==> src/rtl/mac_pkg.sv <==
// mac_pkg: shared constants and types for the FIFO-fed multiply-accumulate
// consumer (fifo_mac_consumer and its mac_datapath sub-module).
//   DATA_W_DEF / ACC_W_DEF / LEN_DEF : default operand width, accumulator
//                                      width and pairs consumed per run
//   PROD_W                           : full product width for the defaults
//   mac_state_e                      : control FSM states
//   mac_ctl_t                        : per-cycle control bundle, FSM -> datapath
package mac_pkg;

  localparam int DATA_W_DEF = 8;
  localparam int ACC_W_DEF  = 24;
  localparam int LEN_DEF    = 8;
  localparam int PROD_W     = 2 * DATA_W_DEF;

  typedef enum logic [1:0] {
    IDLE  = 2'd0,
    RUN   = 2'd1,
    DRAIN = 2'd2,
    DONE  = 2'd3
  } mac_state_e;

  typedef struct packed {
    logic flush;    // abort: drop in-flight work, zero the accumulator
    logic acc_clr;  // new run starting: zero the accumulator
    logic issue;    // an operand pair is being popped this cycle
  } mac_ctl_t;

endpackage

==> src/rtl/mac_datapath.sv <==
// mac_datapath: product register, accumulator and valid pipeline.
//   clk, rst_n       : clock, async active-low reset
//   ctl              : flush / acc_clr / issue from the control FSM
//   a_data, b_data   : FIFO read data, valid the cycle after issue
//   acc_out          : registered accumulator
//   pipe_pending     : work still ahead of the accumulator stage
// Build option: MAC_SAT_EN -> accumulator saturates at all-ones instead of
// wrapping modulo 2^ACC_W.
module mac_datapath
  import mac_pkg::*;
#(
  parameter int DATA_W = DATA_W_DEF,
  parameter int ACC_W  = ACC_W_DEF
) (
  input  logic              clk,
  input  logic              rst_n,
  input  mac_ctl_t          ctl,
  input  logic [DATA_W-1:0] a_data,
  input  logic [DATA_W-1:0] b_data,
  output logic [ACC_W-1:0]  acc_out,
  output logic              pipe_pending
);

  localparam int PW     = 2 * DATA_W;
  // vld_pipe[0]: FIFO data valid (k+1); vld_pipe[STAGES]: product valid (k+2)
  localparam int STAGES = 1;

  logic [STAGES:0]  vld_pipe;
  logic [PW-1:0]    prod_q;
  logic [ACC_W-1:0] acc_q;
  logic [ACC_W-1:0] acc_d;

`ifdef MAC_SAT_EN
  // One spare bit catches the carry; products are non-negative, so once
  // pinned at all-ones the sum keeps overflowing and stays pinned.
  logic [ACC_W:0] sum;
  always_comb begin
    sum   = {1'b0, acc_q} + (ACC_W+1)'(prod_q);
    acc_d = sum[ACC_W] ? '1 : sum[ACC_W-1:0];
  end
`else
  always_comb acc_d = acc_q + ACC_W'(prod_q);
`endif

  always_ff @(posedge clk or negedge rst_n) begin
    if (!rst_n) begin
      vld_pipe <= '0;
      prod_q   <= '0;
      acc_q    <= '0;
    end else if (ctl.flush) begin
      vld_pipe <= '0;
      prod_q   <= '0;
      acc_q    <= '0;
    end else begin
      vld_pipe <= {vld_pipe[STAGES-1:0], ctl.issue};
      if (vld_pipe[0])
        prod_q <= PW'(a_data) * PW'(b_data);
      if (ctl.acc_clr)
        acc_q <= '0;
      else if (vld_pipe[STAGES])
        acc_q <= acc_d;
    end
  end

  // The last stage retires at the end of the current cycle, so only the
  // earlier stages count as outstanding work.
  assign pipe_pending = |vld_pipe[STAGES-1:0];
  assign acc_out      = acc_q;

endmodule

==> src/rtl/fifo_mac_consumer.sv <==
// fifo_mac_consumer: pops LEN operand pairs from two registered-read FIFOs
// in lockstep, multiplies each pair (unsigned) and accumulates the result.
//   clk, rst_n         : clock, async active-low reset
//   start              : begin a run (honoured only in IDLE)
//   clr                : synchronous abort, back to IDLE with acc_out = 0
//   a_empty, b_empty   : FIFO empty flags
//   a_data, b_data     : FIFO read data (one cycle after rden)
//   a_rden, b_rden     : pop strobes, always identical
//   acc_out            : registered accumulator / result
//   busy               : high in RUN and DRAIN
//   done               : one-cycle pulse together with the final result
// Build option: MAC_SAT_EN -> saturating accumulator (see mac_datapath).
module fifo_mac_consumer
  import mac_pkg::*;
#(
  parameter int DATA_W = DATA_W_DEF,
  parameter int ACC_W  = ACC_W_DEF,
  parameter int LEN    = LEN_DEF
) (
  input  logic              clk,
  input  logic              rst_n,
  input  logic              start,
  input  logic              clr,
  input  logic              a_empty,
  input  logic              b_empty,
  input  logic [DATA_W-1:0] a_data,
  input  logic [DATA_W-1:0] b_data,
  output logic              a_rden,
  output logic              b_rden,
  output logic [ACC_W-1:0]  acc_out,
  output logic              busy,
  output logic              done
);

  localparam int CNT_W = $clog2(LEN + 1);
  localparam logic [CNT_W-1:0] LEN_C  = CNT_W'(LEN);
  localparam logic [CNT_W-1:0] LAST_C = CNT_W'(LEN - 1);

  mac_state_e       state_q, state_d;
  logic [CNT_W-1:0] issued_q;
  logic             rden;
  logic             pipe_pending;
  mac_ctl_t         ctl;

  always_ff @(posedge clk or negedge rst_n) begin
    if (!rst_n) state_q <= IDLE;
    else        state_q <= state_d;
  end

  always_comb begin
    state_d = state_q;
    rden    = 1'b0;
    unique case (state_q)
      IDLE:  if (start) state_d = RUN;
      RUN: begin
        rden = !a_empty && !b_empty && (issued_q < LEN_C);
        if (rden && issued_q == LAST_C) state_d = DRAIN;
      end
      DRAIN: if (!pipe_pending) state_d = DONE;
      DONE:  state_d = IDLE;
      default: state_d = IDLE;
    endcase
    if (clr) begin
      state_d = IDLE;
      rden    = 1'b0;
    end
  end

  always_ff @(posedge clk or negedge rst_n) begin
    if (!rst_n)
      issued_q <= '0;
    else if (clr || (state_q == IDLE && start))
      issued_q <= '0;
    else if (rden)
      issued_q <= issued_q + CNT_W'(1);
  end

  always_comb begin
    ctl.flush   = clr;
    ctl.acc_clr = (state_q == IDLE) && start;
    ctl.issue   = rden;
  end

  mac_datapath #(
    .DATA_W (DATA_W),
    .ACC_W  (ACC_W)
  ) u_dp (
    .clk          (clk),
    .rst_n        (rst_n),
    .ctl          (ctl),
    .a_data       (a_data),
    .b_data       (b_data),
    .acc_out      (acc_out),
    .pipe_pending (pipe_pending)
  );

  assign a_rden = rden;
  assign b_rden = rden;
  assign busy   = (state_q == RUN) || (state_q == DRAIN);
  assign done   = (state_q == DONE);

endmodule

==> config.mk <==
export PLATFORM = sky130hd
export DESIGN_NAME = fifo_mac_consumer
export DESIGN_NICKNAME = d
export VERILOG_FILES = /design/src/rtl/mac_pkg.sv /design/src/rtl/mac_datapath.sv /design/src/rtl/fifo_mac_consumer.sv
export SDC_FILE = /design/constraint.sdc
export NUM_CORES = 1
export LEC_CHECK = 0
export BUFFER_PORTS_ARGS = -buffer_cell sky130_fd_sc_hd__buf_2
export CAP_MARGIN = 40
export CORE_MARGIN = 2
export CORE_UTILIZATION = 50
export CTS_CLUSTER_DIAMETER = 50
export DETAILED_ROUTE_END_ITERATION = 6
export PLACE_DENSITY = 0.69
export SKIP_LAST_GASP = 1
export SYNTH_ARGS = -nofsm -noshare
export SYNTH_HDL_FRONTEND = slang
export SYNTH_SLANG_ARGS = --single-unit
==> constraint.sdc <==
create_clock -name clk -period 5.7 [get_ports clk]
set_input_delay 1.425 -clock clk [delete_from_list [all_inputs] [get_ports clk]]
set_output_delay 1.425 -clock clk [all_outputs]
set_load 0.005 [all_outputs]
# After elaboration in Yosys (flattened, before gate mapping)
# Index checks and enable logic that the tools add are counted.
# classes
order_cmp	1
muxes	15
addsub	2
n_eq_ne	7
n_reduce_logical	13
multipliers	1
# ops
operator	count
$mux W24	3
$mux W16	2
$add A24 B16 Y24	1
$mul A8 B8 Y16	1
$mux W2	5
$ne A3 B3 Y1 const B	3
$mux W4	2
$pmux W2 S4	1
$add A4 B1 Y4 const B	1
$eq A2 B2 Y1 const B	2
$eq A4 B3 Y1 const B	1
$logic_and A1 B1 Y1	4
$lt A4 B4 Y1 const B	1
$reduce_bool A2 Y1	2
$reduce_and A3 Y1	1
$reduce_bool A3 Y1	1
$eq A2 B1 Y1 const B	1
$logic_not A1 Y1	2
$logic_not A2 Y1	1
$logic_or A1 B1 Y1	2
$mux W1	2
# totals
in_bits	22
reg_bits	48
elab_cells	44
output_inout_bits	28

# Longest topological paths before layout
# depth
word_depth	7
mapped_depth	17
depth_no_buf	17

# Cells and area by module
# From an unflattened synthesis, not the netlist that was laid out.
# hier_totals
cells_unflattened	537
area_unflattened_um2	5031.1
# modules_own_cells
mod	instances	cells_per_inst	area_each_um2	seq_area_each_um2
mac_datapath	1	499	4635.7	1051.0
fifo_mac_consumer	1	38	395.4	150.1

# Least setup slack after synthesis
# No wires, ideal clock.
# synth_timing
path_kind	in2reg
start	input port a_data[1]
end	register u_dp.prod_q[14]
setup_ps	121
path_slack_ps	494
arrival_time_ps	5085
stages	15
path_buffers	0
required_ps	5579
path_cell_list	and2_1 fa_1 fa_1 inv_1 fa_1 fa_1 inv_1 ha_1 o21a_1 a21oi_1 o31ai_1 a211oi_1 a211oi_1 xor2_1 a22o_1
# synth_between
elab_chain_cells	3
# synth_lines
element	line_no	rtl
start: declaration	fifo_mac_consumer.sv:26	input logic [DATA_W-1:0] a_data,
$mul A8 B8 Y16	mac_datapath.sv:57	prod_q <= PW'(a_data) * PW'(b_data);
$mux W16	mac_datapath.sv:56	if (vld_pipe[0])
$mux W16	mac_datapath.sv:50	end else if (ctl.flush) begin
end signal: assignment	mac_datapath.sv:57	
end: declaration	mac_datapath.sv:29	logic [PW-1:0] prod_q;
# Every way passes these cells. The select of a mux whose other input is x is not followed.
# A chain may end at the register's enable or synchronous reset.

# Worst setup path in the final report
# Ends and elaborated chain as after synthesis.

==> results.yml <==
status:
  outcome: "finished clean"
worst_setup_path:
  cp_cell_sequence: "buf_2 > and2_1 > fa_1 > fa_1 > inv_1 > fa_1 > fa_1 > inv_1 > ha_1 > o21a_1 > a21oi_1 > o31ai_1 > a211oi_1 > a211oi_1 > xor2_1 > a22o_1"
  worstPathArrival_ps: 5500
  crit_fanout: 8
  cp_slowest_cell: "fa_1"
  cp_top_family: "adder cells"
  critPathLaunchType: "primary input"
  max_stage_delay_ps: 540
  timing.rr.start: "u_dp.acc_out[0]"
  worstSetupPathType: "primary input to register"
  critPathLaunch: "a_data[1]"
  path_buf_inv: 3
  endpoint_kind: "register"
  required_ps: 5890
  crit_top_cell: "fa_1"
clock_network:
  ctsResizeCount: 0
  cts.sinks: 48
  cts.hold.buffers_added: 0
  clock_latency_ps: 300
  clockBufferDepth: 2
  clk_pin_slew_ps: 80
  postCtsSetupRepairBufs: 0
  clock-root-buffer: "clkbuf_8"
  htreeDepth: 2
  cts_tree: "built"
  tritoncts.num_buffers: 5
global_routing:
  grt_pass1_vias: 3570
  grt-ovfl-total: 0
  grt_max_degree: 28
  gr-usage-all-layers_pct: 19.5
  grt_pass1_wl_um: 16500
  antenna_found_initial: 0
sta:
  worst_pin_slew_ps: 871
  fin_ws_ps: 388
  fin_crit_sh_pct: 93.2
  max_freq_mhz: 188
  grt_setup_unrepaired: "false"
  hold_ws_ps: 521
  slew_headroom_pct: 42.0
  finalClockSkew_ps: 15.6
  period_needed_ps: 5310
  report.final.hold_viol_count: 0
  setup_viol: 0
  fin_setup_tns_ps: 0
  slew_viol_final: 0
synthesis:
  synthCells: 521
  async_flop_share_pct: 100
  synthFlopType: "dfrtp_1"
  synth_seq_area_share_pct: 24.8
  synth_edf_count: 0
  syn-num-nets: 637
  syn_area_per_cell_um2: 9.31
  ys_types: 45
  ys_ff_latch: 48
  synth_area_mm2: 0.00485
  yosysWarnings: 0
detailed_routing:
  wire_per_inst_um: 13.9
  first_iter_violations: 124
  routed_wl_um: 9710
  via_per_inst: 5.45
  vias: 3799
  drc: 0
  first_pass_iters: 4
  ant_nets: 0
floorplanning:
  core_mm2: 0.00933
  die_x_um: 102
  die-area_mm2: 0.0105
  boundaryPins: 50
  die_h_um: 102
  initial_utilization_pct: 52.0
  num_rows: 35
placed_design:
  gp_congestion: 0.830
  io_buffers: 49
  place.detailed.hpwl_um: 7860
  place_ws_ps: 86.5
power:
  power_mw: 1.24
  ir_drop_mv: 0.127
  p_per_area_mw_per_mm2: 232
  power_leakage_nw: 2.72
final_layout:
  final_cell_mix: "ha_1, inv_1, and2_1, buf_2, dfrtp_1"
  n_antenna_cell: 0
  final_common_cell: "ha_1"
  nets: 683
  post_route_cells_drive_above_1_share_pct: 11.6
  syn_to_final_growth_pct: 9.88
min_path:
  worstHoldStart: "u_dp.prod_q[12]"
  hold_class: "register to register"
job:
  drv_cap: 0
==> cells in the mapped netlist, types with 7 or more instances <==
| master | instances | share of area (%) |
|---|---|---|
| a211oi_1 | 8 | 1.2 |
| a21o_1 | 7 | 1.1 |
| a21oi_1 | 26 | 2.7 |
| and2_1 | 52 | 6.7 |
| dfrtp_1 | 48 | 25 |
| fa_1 | 37 | 15 |
| ha_1 | 57 | 15 |
| inv_1 | 56 | 4.3 |
| mux2i_1 | 26 | 5.4 |
| nand2_1 | 30 | 2.3 |
| nand2b_1 | 8 | 1.0 |
| nand3_1 | 10 | 1.0 |
| nand4_1 | 7 | 0.90 |
| nor2_1 | 40 | 3.1 |
| nor2b_1 | 7 | 0.90 |
| nor3_1 | 7 | 0.72 |
| o21ai_0 | 16 | 1.7 |
| xnor2_1 | 14 | 2.5 |
| xor2_1 | 8 | 1.4 |
==> per-stage QoR <==
step | std cells | area, um^2 | util [%]
final | 697 | 5330 | 57.1
after detailed placement | 689 | 5240 | 56.1
after CTS | 697 | 5330 | 57.1
after global placement | 688 | 5220 | 55.9
after floorplan | 521 | 4850 | -
after global routing | 697 | 5330 | 57.1
==> worst paths after layout <==
check                      cells after the start  slack, ps          endpoint
setup / recovery                              16        390   u_dp.prod_q[14]
hold / removal                                 1        520   u_dp.prod_q[12]
setup reg to reg                               9       2970  u_dp.acc_out[20]
hold reg to reg                                1        520   u_dp.prod_q[12]
max in group asynchronous                      2       4070   u_dp.prod_q[14]
min in group asynchronous                      1       1080  u_dp.acc_out[19]
==> worst register-to-register path, stage by stage, from the launching register on <==
cell and delay, ps:
dfrtp_1 400, ha_1 240, fa_1 420, a21oi_1 180, o22ai_1 170, a311oi_1 500
o21ai_1 170, a21oi_2 300, or3_1 160, a21oi_1 60
==> where the power goes <==
part           switching (mW)  leakage (nW)  internal (mW)
logic                   0.373          2.01          0.281
registers              0.0150         0.668          0.354
clock network           0.115        0.0445         0.0988
==> routing by layer <==
layer  track usage, %  share of wire, %
met1             27.5                47
met2             31.3                48
met3             2.94               3.0
met4             5.23               1.7
met5                0                 0
==> cell families after synthesis <==
kind of cell               Yosys count  share of synthesized area [%]
and+or+nand+nor                    172                           18.2
adders and majority gates           94                           30.0
AOI/OAI and AO/OA                   91                           12.4
buffers and inverters               68                           5.34
DFF                                 48                           24.8
muxes                               26                           5.37
xor gates and xnor gates            22                           3.97
==> state kept, by name, indices dropped and copies added, names as in the netlist <==
name           flops
issued_q           4
state_q            2
u_dp.acc_out      24
u_dp.prod_q       16
u_dp.vld_pipe      2
==> layout make-up <==
class | instances | area [um^2]
fillers | 842 | 4000
multi-input cells | 405 | 3390
flip-flops and latches | 48 | 1200
repair buffers | 51 | 273
inverters | 56 | 210
well taps | 129 | 161
clock buffers | 7 | 86.3
clock inverters | 1 | 7.51
(Power assumes the default switching activity.)
